$ cat src/rtl/if_fetch_unit_pkg.sv
// Shared types for the instruction fetch unit: FSM states, fetch-entry layout
// and the default reset PC.
package if_fetch_unit_pkg;

  localparam logic [31:0] ResetPcDefault = 32'hBFC0_0000;
  localparam int unsigned PcW            = 32;
  localparam int unsigned InstrW         = 32;

  typedef enum logic [1:0] {
    StReq  = 2'd0,
    StWait = 2'd1,
    StHalt = 2'd2
  } fetch_state_e;

  typedef struct packed {
    logic [PcW-1:0]    pc;
    logic [InstrW-1:0] instr;
    logic              adel;
  } fetch_entry_t;

  function automatic logic pc_misaligned(input logic [PcW-1:0] pc);
    return pc[1:0] != 2'b00;
  endfunction

endpackage

$ cat src/rtl/if_fetch_unit_skid_buf.sv
// Output register plus one skid entry between the fetch FSM and the F/D register.
// Caller guarantees load_i is only raised while the skid slot is empty.
module if_fetch_unit_skid_buf
  import if_fetch_unit_pkg::*;
#(
  parameter logic [PcW-1:0] ResetPc = ResetPcDefault
) (
  input  logic         clk_i,
  input  logic         rst_ni,
  input  logic         flush_i,
  input  logic         load_i,
  input  fetch_entry_t load_entry_i,
  input  logic         consume_i,
  output fetch_entry_t out_entry_o,
  output logic         out_valid_o,
  output logic         skid_valid_o
);

  fetch_entry_t out_q, out_d;
  fetch_entry_t skid_q, skid_d;
  logic         out_valid_q, out_valid_d;
  logic         skid_valid_q, skid_valid_d;
  logic         out_free;

  always_comb begin
    out_d        = out_q;
    out_valid_d  = out_valid_q;
    skid_d       = skid_q;
    skid_valid_d = skid_valid_q;
    out_free     = !out_valid_q || consume_i;

    if (flush_i) begin
      out_valid_d  = 1'b0;
      out_d.adel   = 1'b0;
      skid_valid_d = 1'b0;
    end else if (out_free) begin
      if (skid_valid_q) begin
        out_d        = skid_q;
        out_valid_d  = 1'b1;
        skid_d       = load_entry_i;
        skid_valid_d = load_i;
      end else if (load_i) begin
        // Bypass straight into the output so a same-cycle consume leaves no bubble.
        out_d       = load_entry_i;
        out_valid_d = 1'b1;
      end else begin
        out_valid_d = 1'b0;
        out_d.adel  = 1'b0;
      end
    end else if (load_i) begin
      skid_d       = load_entry_i;
      skid_valid_d = 1'b1;
    end
  end

  always_ff @(posedge clk_i or negedge rst_ni) begin
    if (!rst_ni) begin
      out_q        <= '{pc: ResetPc, instr: '0, adel: 1'b0};
      out_valid_q  <= 1'b0;
      skid_q       <= '0;
      skid_valid_q <= 1'b0;
    end else begin
      out_q        <= out_d;
      out_valid_q  <= out_valid_d;
      skid_q       <= skid_d;
      skid_valid_q <= skid_valid_d;
    end
  end

  assign out_entry_o  = out_q;
  assign out_valid_o  = out_valid_q;
  assign skid_valid_o = skid_valid_q;

endmodule

$ cat src/rtl/if_fetch_unit.sv
// Instruction fetch stage: owns the fetch PC, drives the req/addr_ok/data_ok
// instruction bus with one outstanding transaction, and handles stalls/redirects.
module if_fetch_unit
  import if_fetch_unit_pkg::*;
#(
  parameter logic [31:0] RESET_PC = ResetPcDefault
) (
  input  logic        clk,
  input  logic        rst,
  input  logic        stallF,
  input  logic        redirect,
  input  logic [31:0] redirect_pc,
  output logic        inst_req,
  output logic [31:0] inst_addr,
  input  logic        inst_addr_ok,
  input  logic [31:0] inst_rdata,
  input  logic        inst_data_ok,
  output logic [31:0] pcF,
  output logic [31:0] instrF,
  output logic        instr_validF,
  output logic        adelF
);

  fetch_state_e state_q, state_d;
  logic [31:0]  fetch_pc_q, fetch_pc_d;
  logic [31:0]  req_pc_q, req_pc_d;
  logic [31:0]  req_addr_q, req_addr_d;
  logic         cancel_q, cancel_d;
  logic         req_pend_q, req_pend_d;

  logic         skid_valid;
  logic         issue_new;
  logic         accepted;
  logic         load;
  fetch_entry_t load_entry;
  fetch_entry_t out_entry;

  // A pending request keeps its latched address even if a redirect moves fetch_pc.
  always_comb begin
    issue_new = (state_q == StReq) && !req_pend_q && !skid_valid &&
                !pc_misaligned(fetch_pc_q);
    inst_req  = rst && (req_pend_q || issue_new);
    inst_addr = req_pend_q ? req_addr_q : fetch_pc_q;
    accepted  = inst_req && inst_addr_ok;
  end

  always_comb begin
    state_d    = state_q;
    fetch_pc_d = fetch_pc_q;
    req_pc_d   = req_pc_q;
    req_addr_d = req_addr_q;
    cancel_d   = cancel_q;
    req_pend_d = req_pend_q;
    load       = 1'b0;
    load_entry = '{pc: req_pc_q, instr: inst_rdata, adel: 1'b0};

    unique case (state_q)
      StReq: begin
        if (accepted) begin
          req_pc_d   = inst_addr;
          req_pend_d = 1'b0;
          state_d    = StWait;
          // A stale request was redirected away; fetch_pc already holds the target.
          if (!cancel_q) fetch_pc_d = fetch_pc_q + 32'd4;
        end else if (inst_req) begin
          req_pend_d = 1'b1;
          req_addr_d = inst_addr;
        end else if (!req_pend_q && !skid_valid && pc_misaligned(fetch_pc_q)) begin
          load       = 1'b1;
          load_entry = '{pc: fetch_pc_q, instr: '0, adel: 1'b1};
          state_d    = StHalt;
        end
      end
      StWait: begin
        if (inst_data_ok) begin
          state_d  = StReq;
          cancel_d = 1'b0;
          load     = !cancel_q;
        end
      end
      StHalt: begin
        state_d = StHalt;
      end
      default: state_d = StReq;
    endcase

    if (redirect) begin
      fetch_pc_d = redirect_pc;
      load       = 1'b0;
      if (inst_req || (state_q == StWait && !inst_data_ok)) cancel_d = 1'b1;
      if (state_d == StHalt) state_d = StReq;
    end
  end

  always_ff @(posedge clk or negedge rst) begin
    if (!rst) begin
      state_q    <= StReq;
      fetch_pc_q <= RESET_PC;
      req_pc_q   <= RESET_PC;
      req_addr_q <= RESET_PC;
      cancel_q   <= 1'b0;
      req_pend_q <= 1'b0;
    end else begin
      state_q    <= state_d;
      fetch_pc_q <= fetch_pc_d;
      req_pc_q   <= req_pc_d;
      req_addr_q <= req_addr_d;
      cancel_q   <= cancel_d;
      req_pend_q <= req_pend_d;
    end
  end

  if_fetch_unit_skid_buf #(
    .ResetPc(RESET_PC)
  ) u_skid_buf (
    .clk_i       (clk),
    .rst_ni      (rst),
    .flush_i     (redirect),
    .load_i      (load),
    .load_entry_i(load_entry),
    .consume_i   (!stallF),
    .out_entry_o (out_entry),
    .out_valid_o (instr_validF),
    .skid_valid_o(skid_valid)
  );

  assign pcF    = out_entry.pc;
  assign instrF = out_entry.instr;
  assign adelF  = out_entry.adel;

endmodule

$ cat config.mk
export PLATFORM = sky130hd
export DESIGN_NAME = if_fetch_unit
export DESIGN_NICKNAME = d
export VERILOG_FILES = /design/src/rtl/if_fetch_unit_pkg.sv /design/src/rtl/if_fetch_unit_skid_buf.sv /design/src/rtl/if_fetch_unit.sv
export SDC_FILE = /design/constraint.sdc
export NUM_CORES = 1
export LEC_CHECK = 0
export BUFFER_PORTS_ARGS = -buffer_cell sky130_fd_sc_hd__buf_2
export CAP_MARGIN = 20
export CORE_MARGIN = 2
export CORE_UTILIZATION = 45
export DETAILED_ROUTE_END_ITERATION = 8
export PLACE_DENSITY = 0.67
export SYNTH_ARGS = -nofsm -noshare
export SYNTH_HDL_FRONTEND = slang
export SYNTH_SLANG_ARGS = --single-unit
$ cat constraint.sdc
create_clock -name clk -period 2.6 [get_ports clk]
set_clock_uncertainty 0.2 [all_clocks]
set_input_delay 0.26 -clock clk [delete_from_list [all_inputs] [get_ports clk]]
set_output_delay 0.26 -clock clk [all_outputs]
set_load 0.02 [all_outputs]
[Word level (Yosys, flattened, before mapping)]
Index checks and enable logic that the tools add are counted.
Operators by class
  $add $sub $neg: 1
  eq/ne operators: 5
  multiplexer cells: 44
  bitwise logic cells: 2
  reductions and logical operators: 33
Operators by type and width (number)
  $mux W65: 8
  $mux W32: 5
  $mux W64: 1
  $add A32 B3 Y32 const B: 1
  $mux W1: 22
  $reduce_bool A2 Y1: 7
  $mux W2: 6
  $reduce_and A3 Y1: 4
  $logic_and A1 B1 Y1: 8
  $logic_not A1 Y1: 7
  $pmux W2 S3: 1
  $eq A2 B2 Y1 const B: 2
  $reduce_and A2 Y1: 2
  $logic_or A1 B1 Y1: 3
  $reduce_bool A3 Y1: 1
  $eq A2 B1 Y1 const B: 1
  $logic_not A2 Y1: 1
  $ne A2 B1 Y1 const B: 1
  $ne A2 B2 Y1 const B: 1
  $not A1 Y1: 2
  $pmux W1 S2: 1
Storage, ports and cells
  register bits: 232
  bits of input ports: 70
  output and inout bits: 99

[Depth between registers and ports, before layout]
Gate-level depths: netlist of run 1.
  depth after elaboration: 14
  gate-level depth with buffers: 8

[Modules after synthesis]
A second synthesis of run 1 with hierarchy kept.
Unflattened totals
  cells, all modules: 941
  area total of the unflattened synthesis: 11387.2 sq um
By module, submodules not included
  if_fetch_unit_skid_buf: times used 1, cells an instance 359, area each 5983.2 sq um, seq. area each 3314.4 sq um
  if_fetch_unit: times used 1, cells an instance 582, area each 5403.9 sq um, seq. area each 2536.2 sq um

[Worst setup path after synthesis of run 1]
OpenSTA, ideal clock, no wires.
  kind: register to register
  start point: register state_q[0]
  end point: register u_skid_buf.skid_q[0] (netlist bit)
  library setup time: 0.125 ns
  arrival: 1.944 ns
  data required time: 2.275 ns
  path slack: 0.331 ns
  stages on the path, launching flop included: 7
  path buffers: 2
  path through: dfrtp_1 -> or3_4 -> or2_1 -> buf_2 -> a311oi_4 -> buf_6 -> mux2_2
Between the ends
  word-level cells in the longest chain between the ends: 12
  elaborated cells on any way between the ends: 20
  classes of those cells: eq/ne (1); mux (10); reduce/logical (9)
RTL lines
  start: declaration: RTL line if_fetch_unit.sv:24  | fetch_state_e state_q, state_d;
  start signal: assignment: RTL line if_fetch_unit.sv:97  | state_q <= StReq;
  start signal: assignment: RTL line if_fetch_unit.sv:104  | state_q <= state_d;
  $logic_not A2 Y1: RTL line if_fetch_unit.sv:40, if_fetch_unit.sv:57
  $logic_and A1 B1 Y1 (3 in a row): RTL line if_fetch_unit.sv:40  | issue_new = (state_q == StReq) && !req_pend_q && !skid_valid &&
  $logic_or A1 B1 Y1: RTL line if_fetch_unit.sv:42  | inst_req = rst && (req_pend_q || issue_new);
  $logic_and A1 B1 Y1: RTL line if_fetch_unit.sv:42
  $mux W1 or $logic_and A1 B1 Y1 (tied branches): RTL line if_fetch_unit.sv:65, if_fetch_unit.sv:44
  $mux W1: RTL line if_fetch_unit.sv:59  | if (accepted) begin
  $pmux W1 S2: RTL line if_fetch_unit.sv:57  | unique case (state_q)
  $mux W1: RTL line if_fetch_unit.sv:87  | if (redirect) begin
  $reduce_bool A2 Y1 (no source line)
  $reduce_and A3 Y1 (no source line)
  end signal: assignment: RTL line if_fetch_unit_skid_buf.sv:65  | skid_q <= skid_d;
  end: declaration: RTL line if_fetch_unit_skid_buf.sv:20  | fetch_entry_t skid_q, skid_d;
Parallel ways exist; a longest one is shown, timed or not. The select of a mux whose other input is x is not followed.
A chain may end at the register's enable or synchronous reset.

[Final worst setup path of run 1]
  start point: register u_skid_buf.skid_valid_q (netlist: u_skid_buf.skid_valid_o)
  end point: output port inst_req
Between the ends
  word-level cells in the longest chain between the ends: 5
RTL lines
  start: declaration: RTL line if_fetch_unit_skid_buf.sv:22  | logic skid_valid_q, skid_valid_d;
  start signal: assignment: RTL line if_fetch_unit_skid_buf.sv:66  | skid_valid_q <= skid_valid_d;
  $logic_not A1 Y1: RTL line if_fetch_unit.sv:40
  $logic_and A1 B1 Y1 (2 in a row): RTL line if_fetch_unit.sv:40
  $logic_or A1 B1 Y1: RTL line if_fetch_unit.sv:42
  $logic_and A1 B1 Y1: RTL line if_fetch_unit.sv:42
  end: declaration: RTL line if_fetch_unit.sv:13  | output logic inst_req,
Every way passes these cells.

==> results of run 1 <==
[report_power, final]
part | leakage [µW] | switching, µW | internal (µW)
Sequential | 0.00275 | 876 | 5300
Combinational | 0.00332 | 4080 | 2680
Clock | 0.000415 | 1440 | 2180
Total | 0.00649 | 6390 | 10200
[layout make-up]
cell class,instances,area [µm²],area share (%)
clock inverters,4,45.0,0.313
flip-flops and latches,232,5860,40.7
repair buffers,277,1950,13.5
clock buffers,44,800,5.56
multi-input cells,720,4940,34.4
inverters,102,383,2.66
well taps,330,413,2.87
[per-stage QoR]
| step | instance area (µm²) | util (%) | power (µW) | instances |
|---|---|---|---|---|
| floorplan | 11600 | - | 10600 | 1150 |
| global route | 14400 | 57.0 | 17600 | 1709 |
| CTS | 14400 | 57.0 | 16700 | 1709 |
| detailed placement | 12800 | 50.8 | 12900 | 1590 |
| finish | 14400 | 57.0 | 16600 | 1709 |
| global placement | 12800 | 50.8 | 12700 | 1590 |
[critical path: cells and delay by family (launching register included)]
| family | cells | cell delay [ps] |
|---|---|---|
| AO/OA/AOI/OAI | 1 | 100 |
| AND/OR/NAND/NOR | 2 | 410 |
| flip-flops | 1 | 490 |
| buffers and inverters | 2 | 450 |
[placed cells by master (no fill, tap or decap), types with 11 or more instances in the layout]
cell type,instances
nand2_1,114
buf_2,167
a221oi_1,32
dfrtp_1,194
dfstp_2,36
o21ai_0,146
mux2i_1,127
or4_1,16
clkbuf_16,27
mux2_2,68
o31ai_1,13
buf_4,30
clkbuf_1,11
dlygate4sd3_1,71
nor4_1,32
inv_1,101
nor2_1,56
a31oi_1,17
nand3_1,12
[flip-flops by register name, indices dropped and copies added, names as in the netlist]
register and count:
req_pend_q 1, fetch_pc_q 32, u_skid_buf.skid_valid_o 1, req_pc_q 32, u_skid_buf.out_valid_o 1, u_skid_buf.out_entry_o 65
state_q 2, cancel_q 1, req_addr_q 32, u_skid_buf.skid_q 65
[timing repair]
action	in CTS	in global routing
endpoints found under the setup margin	0	0
hold buffers	71	0
hold endpoints to repair	264	0
resized for setup	0	0
[worst paths after layout]
check	depth (start not counted)	startpoint	to
setup / recovery	5	u_skid_buf.skid_valid_o	inst_req
hold / removal	2	redirect	fetch_pc_q[2]
setup reg to reg	6	u_skid_buf.skid_valid_o	u_skid_buf.skid_q[61]
hold reg to reg	2	req_addr_q[26]	req_addr_q[26]
max in group asynchronous	3	rst	req_pc_q[19]
min in group asynchronous	3	rst	u_skid_buf.skid_q[36]
[cell families after synthesis]
group,after synthesis,share of synthesized area [%]
buffers and inverters,198,7.05
multiplexers,195,17.6
flip-flops,232,50.5
AO/OA/AOI/OAI,242,12.8
AND/OR/NAND/NOR,277,11.6
XOR/XNOR,5,0.378
adder cells (fa/ha/maj),1,0.108
[layer usage]
metal / vias to the layer above / global-route usage, % / share of wire (%)
li1: 4472 / - / -
met1: 4550 / 30.8 / 46
met2: 289 / 37.3 / 47
met3: 47 / 2.81 / 5.2
met4: 0 / 6.09 / 2.2
met5: - / 0 / 0
==> metrics.md, run 1 <==
| Metric | Value |
|---|---|
| Max Slew Vio Count | 0 |
| Seq/Total Area, Yosys | 50.5% |
| Clock Latency Late Sink | 530 ps |
| FF+latch count, synth | 232 |
| Area Growth Syn to Fin | 24.2% |
| Largest buffer count on any clock path | 3 |
| Max-Cap Viols | 0 |
| # IOs | 169 |
| Post-synthesis average cell area | 10.1 µm² |
| Top post-synthesis cells by count | dfrtp_1 (196), o21ai_0 (146), mux2i_1 (127), nand2_1 (114), inv_1 (101) |
| Min Hold Slack | 5.34 ps |
| Detailed Route WL | 30.3 mm |
| Clk slew on worst S/H paths | 60 ps |
| Routed len/inst | 17.7 µm |
| Setup_tns | 0 ps |
| R2R Setup Slk | 210 ps |
| Fillers | 2214 |
| Worst-Margin Slew | 966 ps |
| Syn Inst Count | 1150 |
| Worst VDD drop | 0.625 mV |
| Placer congestion estimate | 0.769 |
| # setup viols final | 0 |
| Status | finished, final reports clean |
| Req. time, crit path | 2140 ps |
| DIE HEIGHT | 164 µm |
| Final hold viol count | 0 |
| CTS root buf | clkbuf_16 |
| Synth async-reset ratio | 100% |
| Max-slew headroom | 35.6% |
| Synth Cell Area | 11600 µm² |
| Worst Setup End Kind | primary output |
| CP max-delay cell | dfrtp_4 |
| IO Port Bufs | 168 |
| Chip width | 164 µm |
| CP Cell Sequence | nor3_1 > buf_4 > a21oi_1 > nor2_1 > buf_2 |
| All-Layer GR Usage | 22.3% |
| CTS tree | yes |
| CTS H-Tree Depth | 1 |
| CTS buffer count | 26 |
| Initial antenna violation count | 0 |
| Post CTS Setup Buffer Count | 0 |
| Worst hold path type | primary input to flip-flop |
| Largest net degree at the start of global routing | 166 |
| First-pass GRT wire length | 48.5 mm |
| Number of synthesized flops with an enable pin | 0 |
| Cell row count | 58 |
| Yosys top cell by area | dfrtp_1 |
| DRT antenna net count | 0 |
| Final worst setup slack | 156 ps |
| Crit path kind | flip-flop to primary output |
| Via Count | 9358 |
| Initial core utilization | 45.9% |
| Antenna cell count | 0 |
| Dpl ws | 202 ps |
| Die Area | 27000 µm² |
| Most frequent cell after synthesis | dfrtp_1 |
| Top-area cell type share of the netlist area | 42.3% |
| Number of global-route vias before repair | 9247 |
| YS warnings | 0 |
| DRC | 0 |
| DR pass1 iterations | 5 |
| Critical Path Start Type | flip-flop |
| Max incr delay on CP | 490 ps |
| Share of post-route cells with drive strength above 1 | 25.8% |
| # nets final | 1430 |
| P per Cell Area | 1150 nW/µm² |
| Max Freq | 0.409 GHz |
| Tmin final | 2440 ps |
| Initial DRC count | 568 |
| Main synth FF type | dfrtp_1 |
| Worst path arrival time | 1980 ps |
| HPWL after DPL | 18.7 mm |
| Tcrit/Tclk final | 94.0% |
| Number of distinct library cells after synthesis | 51 |
| Clock Sinks | 232 |
| Core footprint | 25300 µm² |
| Synthesized Nets | 1221 |
| GRT overflow | 0 |
| Via-per-instance ratio | 5.48 |
| Worst-path fanout max | 12 |
| RSZ-0062 raised after global routing | no |
| Synth area leaders | dfrtp_1 (42%), mux2i_1 (11%), dfstp_2 (8.2%) |
| Pleak | 0.00649 µW |
Note: power is estimated with default switching activity, not from simulation.
==> inputs of run 2 (changes only) <==
- CORE_ASPECT_RATIO: unset -> 1.5
==> run 2 against run 1 <==
Sequential power is essentially flat; design area is 0.56% lower; utilization down 0.26 points; critical path type is now flip-flop to flip-flop; critical endpoint is now u_skid_buf.skid_q[5]; largest cell class unchanged; largest power group unchanged.
==> metrics.md, run 2 (same netlist as run 1, synthesis figures left out) <==
| Metric | Value |
|---|---|
| Status | finished, final reports clean (unchanged) |
| CP max-delay cell | dfrtp_4 (unchanged) |
| Layout Cells excl Fill | 1706 (was 1709) |
| # setup viols final | 0 (unchanged) |
| Worst Setup End Kind | flip-flop (was primary output) |
| Routed len/inst | 17.8 µm (was 17.7 µm) |
| Largest buffer count on any clock path | 3 (unchanged) |
| Placed Cells | 1595 (was 1590) |
| Final hold viol count | 0 (unchanged) |
| Tcrit/Tclk final | 97.3% (was 94.0%) |
| Worst VDD drop | 0.710 mV (was 0.625 mV) |
| Die Area | 27100 µm² (was 27000 µm²) |
| All-Layer GR Usage | 22.4% (was 22.3%) |
| FF-to-FF Start | u_skid_buf.skid_valid_o (unchanged) |
| Clk slew on worst S/H paths | 60 ps (about the same) |
| Worst-path fanout max | 21 (was 12) |
| RSZ-0062 raised after global routing | yes (was no) |
| Area Growth Syn to Fin | 23.5% (was 24.2%) |
| Initial DRC count | 541 (was 568) |
| Clock Sinks | 232 (unchanged) |
| DIE HEIGHT | 201 µm (was 164 µm) |
| DR pass1 iterations | 5 (unchanged) |
| CTS buffer count | 23 (was 26) |
| Via Count | 9303 (was 9358) |
| CTS H-Tree Depth | 1 (unchanged) |
| Critical Path Start Type | flip-flop (unchanged) |
| R2R Setup Slk | 70 ps (was 210 ps) |
| Worst-Margin Slew | 968 ps (was 966 ps) |
| Most common cell after layout, fill and taps aside | dfrtp_1 (unchanged) |
| P per Cell Area | 1140 nW/µm² (was 1150 nW/µm²) |
| Post CTS Setup Buffer Count | 0 (unchanged) |
| IO Port Bufs | 168 (unchanged) |
| Via-per-instance ratio | 5.45 (was 5.48) |
| Setup crit start | u_skid_buf.skid_valid_o (unchanged) |
| First-pass GRT wire length | 49.0 mm (was 48.5 mm) |
| Largest net degree at the start of global routing | 80 (was 166) |
| Cell row count | 71 (was 58) |
| Clock Latency Late Sink | 510 ps (was 530 ps) |
| CTS root buf | clkbuf_16 (unchanged) |
| Number of global-route vias before repair | 9218 (was 9247) |
| Min Hold Slack | 18.6 ps (was 5.34 ps) |
| Req. time, crit path | 2820 ps (was 2140 ps) |
| Total Power | 16300 µW (was 16600 µW) |
| DRC | 0 (unchanged) |
| Crit path kind | flip-flop to flip-flop (was flip-flop to primary output) |
| Initial antenna violation count | 0 (unchanged) |
| Share of post-route cells with drive strength above 1 | 26.3% (was 25.8%) |
| Hold Path Depth | 3 (was 2) |
| DRT antenna net count | 0 (unchanged) |
| Max Freq | 0.395 GHz (was 0.409 GHz) |
| Initial core utilization | 45.9% (about the same) |
| Max-Cap Viols | 0 (unchanged) |
| Final instance area | 14300 µm² (was 14400 µm²) |
| Max-slew headroom | 35.4% (was 35.6%) |
| Antenna cell count | 0 (unchanged) |
| GRT overflow | 0 (unchanged) |
| Tmin final | 2530 ps (was 2440 ps) |
| Reg2reg end | u_skid_buf.skid_q[5] (was u_skid_buf.skid_q[61]) |
| Detailed Route WL | 30.4 mm (was 30.3 mm) |
| Max incr delay on CP | 500 ps (was 490 ps) |
| Worst path arrival time | 2760 ps (was 1980 ps) |
| Chip width | 135 µm (was 164 µm) |
| # IOs | 169 (unchanged) |
| Placed Area | 12800 µm² (about the same) |
| Timing endpoint of the critical path | u_skid_buf.skid_q[5] (was inst_req) |
| # nets final | 1433 (was 1430) |
| Reg2Reg Depth | 5 (was 6) |
| CTS tree | yes (unchanged) |
| Pleak | 0.00648 µW (was 0.00649 µW) |
| Worst hold path type | primary input to flip-flop (unchanged) |
| Core footprint | 25200 µm² (was 25300 µm²) |
| Commonest cells after routing, fill and taps aside | dfrtp_1 (194), buf_2 (167), o21ai_0 (146), mux2i_1 (127), nand2_1 (114) (unchanged) |
| CP Cell Sequence | or3_4 > or2_1 > a311oi_4 > buf_4 > mux2i_1 (was nor3_1 > buf_4 > a21oi_1 > nor2_1 > buf_2) |
| HPWL after DPL | 20.1 mm (was 18.7 mm) |
| Max Slew Vio Count | 0 (unchanged) |
| Placer congestion estimate | 0.778 (was 0.769) |
==> run 2: changes by cell type in the layout (fill, tap and decap cells not counted) <==
cell | previous run | this run
clkbuf_8 | 6 | 7
nor3_2 | 0 | 1
buf_4 | 30 | 42
dlygate4sd3_1 | 71 | 69
clkbuf_16 | 27 | 23
clkbuf_1 | 11 | 6
buf_16 | 0 | 1
clkinv_4 | 0 | 1
clkinv_2 | 3 | 2
bufinv_16 | 1 | 2
nor3_1 | 3 | 2
buf_12 | 8 | 2
buf_6 | 0 | 1
==> run 2: final cells by class <==
class / instances / area (µm²)
fillers: 2205 / 10900
flip-flops and latches: 232 / 5860
multi-input cells: 720 / 4950
repair buffers: 283 / 1940
clock buffers: 36 / 694
well taps: 328 / 410
inverters: 102 / 383
clock inverters: 5 / 78.8
==> run 2: worst min-delay path by stage <==
| stage | startpoint | endpoint |
|---|---|---|
| final | redirect | fetch_pc_q[29] |
| after global routing | redirect | fetch_pc_q[29] |
| after CTS | redirect | fetch_pc_q[29] |
| after detailed placement | rst | req_addr_q[7] |
| after global placement | rst | u_skid_buf.skid_q[38] |
| after floorplan | rst | cancel_q |
==> run 2: through the flow <==
stage	setup TNS [ps]	utilization [%]	worst slack, ps
final	0	56.7	69.1
after global routing	-124	56.7	-37.7
after CTS	0	56.6	78.2
after detailed placement	0	50.8	111
after global placement	0	50.8	173
after floorplan	0	-	331
==> run 2: what timing repair did <==
item / CTS / global route
hold endpoints to repair: 264 / 0
endpoints found under the setup margin: 0 / 58
hold buffers: 69 / 0
resized for setup: 0 / 2
==> run 2: routing by layer <==
| layer | up-vias | part of all wire (%) | global-route usage (%) |
|---|---|---|---|
| met3 | 58 | 4.1 | 2.20 |
| met5 | - | 0 | 0 |
| met4 | 0 | 3.2 | 7.74 |
| met1 | 4545 | 42 | 28.4 |
| met2 | 238 | 51 | 39.6 |
| li1 | 4462 | - | - |
==> run 2: worst max-delay path: cells and delay by family, from the launching register on <==
family | cells | cell delay (ps)
simple gates | 2 | 690
compound gates | 1 | 360
mux | 1 | 250
flops | 1 | 500
buf+inv | 1 | 430
==> run 2: where the power goes <==
group,switching (µW),internal (µW)
Clock,1380,2030
Combinational,4010,2680
Sequential,896,5300
==> inputs of run 3 (changes only) <==
- CELL_PAD_IN_SITES_DETAIL_PLACEMENT: unset -> 2
- CELL_PAD_IN_SITES_GLOBAL_PLACEMENT: unset -> 2
- CORE_UTILIZATION: 45 -> 37
- PLACE_DENSITY: 0.67 -> 0.83
==> run 3 against run 2 <==
Combinational power is 10% higher; routed wire length increased by 44%; utilization decreased by 9.7 points; non-clock buffer count rose by 4; die area increased by 21%; clock-buffer cell count fell by 4; critical path type unchanged.
==> metrics.md, run 3 (same netlist as run 1, synthesis figures left out) <==
| Metric | Value |
|---|---|
| CTS root buf | clkbuf_16 (unchanged) |
| Most common cell after layout, fill and taps aside | dfrtp_1 (unchanged) |
| Post-layout util | 47.0% (was 56.7%) |
| R2R Setup Slk | 60 ps (was 70 ps) |
| Max Freq | 0.394 GHz (was 0.395 GHz) |
| DRT antenna net count | 0 (unchanged) |
| Max incr delay on CP | 500 ps (about the same) |
| Commonest cells after routing, fill and taps aside | dfrtp_1 (194), buf_2 (167), o21ai_0 (146), mux2i_1 (126), nand2_1 (114) (was dfrtp_1 (194), buf_2 (167), o21ai_0 (146), mux2i_1 (127), nand2_1 (114)) |
| Share of post-route cells with drive strength above 1 | 27.1% (was 26.3%) |
| Setup_tns | 0 ps (unchanged) |
| P per Cell Area | 1200 nW/µm² (was 1140 nW/µm²) |
| Placer congestion estimate | 0.767 (was 0.778) |
| Number of global-route vias before repair | 11700 (was 9218) |
| Antenna cell count | 0 (unchanged) |
| Timing endpoint of the critical path | u_skid_buf.skid_q[54] (was u_skid_buf.skid_q[5]) |
| Tmin final | 2540 ps (was 2530 ps) |
| Reg power frac | 36.6% (was 38.0%) |
| Largest net degree at the start of global routing | 148 (was 80) |
| Routed len/inst | 24.4 µm (was 17.8 µm) |
| Status | finished, final reports clean (unchanged) |
| CTS H-Tree Depth | 1 (unchanged) |
| Chip width | 148 µm (was 135 µm) |
| Worst path arrival time | 2760 ps (about the same) |
| Max-slew headroom | 42.8% (was 35.4%) |
| DRC | 0 (unchanged) |
| Req. time, crit path | 2830 ps (was 2820 ps) |
| Dpl ws | 116 ps (was 111 ps) |
| Placed Cells | 1677 (was 1595) |
| Layout Cells excl Fill | 1791 (was 1706) |
| First-pass GRT wire length | 68.3 mm (was 49.0 mm) |
| Worst-path fanout max | 14 (was 21) |
| Via-per-instance ratio | 5.64 (was 5.45) |
| All-Layer GR Usage | 26.7% (was 22.4%) |
| Final worst setup slack | 61.3 ps (was 69.1 ps) |
| Reg2reg end | u_skid_buf.skid_q[54] (was u_skid_buf.skid_q[5]) |
| FF-to-FF Start | u_skid_buf.skid_valid_o (unchanged) |
| Final hold viol count | 0 (unchanged) |
| Detailed Route WL | 43.8 mm (was 30.4 mm) |
| Clock share of power | 21.0% (was 20.9%) |
| Die Area | 32800 µm² (was 27100 µm²) |
| CP max-delay cell | dfrtp_4 (unchanged) |
| Clock Latency Late Sink | 530 ps (was 510 ps) |
| Min Hold Slack | 36.1 ps (was 18.6 ps) |
| Max Slew Vio Count | 0 (unchanged) |
| Initial antenna violation count | 0 (unchanged) |
| Area Growth Syn to Fin | 25.4% (was 23.5%) |
| Worst-Margin Slew | 858 ps (was 968 ps) |
| Core footprint | 30900 µm² (was 25200 µm²) |
| Worst Setup End Kind | flip-flop (unchanged) |
| Switch share | 41.7% (was 38.6%) |
| Worst hold path type | primary input to flip-flop (unchanged) |
| # IOs | 169 (unchanged) |
| Initial DRC count | 553 (was 541) |
| CP Cell Sequence | or3_4 > or2_1 > a311oi_4 > buf_4 > buf_12 > mux2i_1 (was or3_4 > or2_1 > a311oi_4 > buf_4 > mux2i_1) |
| Clock Sinks | 232 (unchanged) |
| Reg2Reg Depth | 6 (was 5) |
| # nets final | 1439 (was 1433) |
| Largest buffer count on any clock path | 3 (unchanged) |
| DR pass1 iterations | 4 (was 5) |
| # setup viols final | 0 (unchanged) |
| Pleak | 0.00654 µW (was 0.00648 µW) |
| Crit path kind | flip-flop to flip-flop (unchanged) |
| Initial core utilization | 37.4% (was 45.9%) |
| Gate power share | 42.4% (was 41.1%) |
| DIE HEIGHT | 221 µm (was 201 µm) |
| HPWL after DPL | 25.5 mm (was 20.1 mm) |
| RSZ-0062 raised after global routing | yes (unchanged) |
| CTS buffer count | 25 (was 23) |
| Via Count | 10100 (was 9303) |
| Clk slew on worst S/H paths | 60 ps (about the same) |
| CTS tree | yes (unchanged) |
| Cell row count | 79 (was 71) |
| Setup crit start | u_skid_buf.skid_valid_o (unchanged) |
| Worst VDD drop | 0.514 mV (was 0.710 mV) |
| Tcrit/Tclk final | 97.6% (was 97.3%) |
| GRT overflow | 0 (unchanged) |
| IO Port Bufs | 168 (unchanged) |
| Int Pwr | 10200 µW (was 10000 µW) |
| Max-Cap Viols | 0 (unchanged) |
| Critical Path Start Type | flip-flop (unchanged) |
| Sw Pwr | 7280 µW (was 6290 µW) |
-- run 3: cell types whose count changed in the layout (fill, tap and decap cells not counted), moves of 2 or more --
cell,change
clkbuf_1,-4
clkbuf_16,+3
clkbuf_8,-2
clkinv_2,+7
buf_12,+5
-- run 3: final cells by class --
| cell class | instances | area [µm²] |
|---|---|---|
| Clock buffer | 32 | 702 |
| Clock inverter | 13 | 116 |
| Fill cell | 3195 | 16400 |
| Inverter | 102 | 383 |
| Multi-Input combinational cell | 720 | 4950 |
| Sequential cell | 232 | 5860 |
| Tap cell | 405 | 507 |
| Timing Repair Buffer | 287 | 2020 |
-- run 3: worst max-delay path, delay by kind of cell (launching register included) --
| family | cells | cell delay [ps] |
|---|---|---|
| simple gates | 2 | 730 |
| flops | 1 | 500 |
| buf+inv | 2 | 360 |
| compound gates | 1 | 330 |
| mux | 1 | 300 |
-- run 3: power groups by stage --
stage,Combinational [µW],Clock [µW],Sequential [µW]
2_1_floorplan,4030,0,6610
3_3_place_gp,6690,0,6200
3_5_place_dp,7060,0,6340
4_1_cts,7250,3740,6300
5_1_grt,8010,3870,6550
6_report,7400,3670,6380
-- run 3: worst min path at each step --
stage              from                    endpoint  slack, ps  depth (start not counted)
2_1_floorplan       rst                    cancel_q       -240                          0
3_3_place_gp        rst  u_skid_buf.out_entry_o[34]        180                          2
3_5_place_dp        rst  u_skid_buf.out_entry_o[34]        200                          2
4_1_cts        redirect   u_skid_buf.out_entry_o[0]          6                          4
5_1_grt        redirect   u_skid_buf.out_entry_o[0]         30                          4
6_report       redirect   u_skid_buf.out_entry_o[0]         40                          4
-- run 3: stage by stage --
stage               cell area (µm²)  total power [µW]
floorplan                     11600             10600
global placement              13000             12900
detailed placement            13000             13400
CTS                           14500             17300
global route                  14500             18400
finish                        14500             17500
-- run 3: layer usage --
layer / wire length, µm / global-route usage (%) / part of all wire (%) / vias to the layer above
met1: 16600 / 29.9 / 38 / 5226
met4: 1610 / 11.0 / 3.7 / 0
met2: 23800 / 51.0 / 54 / 292
met3: 1760 / 3.26 / 4.0 / 111
li1: - / - / - / 4468
met5: 0 / 0 / 0 / -
-- run 3: repair_timing --
| item | CTS | global route |
|---|---|---|
| gates resized for setup | 0 | 2 |
| hold buffers | 68 | 0 |
| setup buffers | 0 | 0 |
| hold endpoints to repair | 265 | 0 |
| setup endpoints to repair | 0 | 5 |
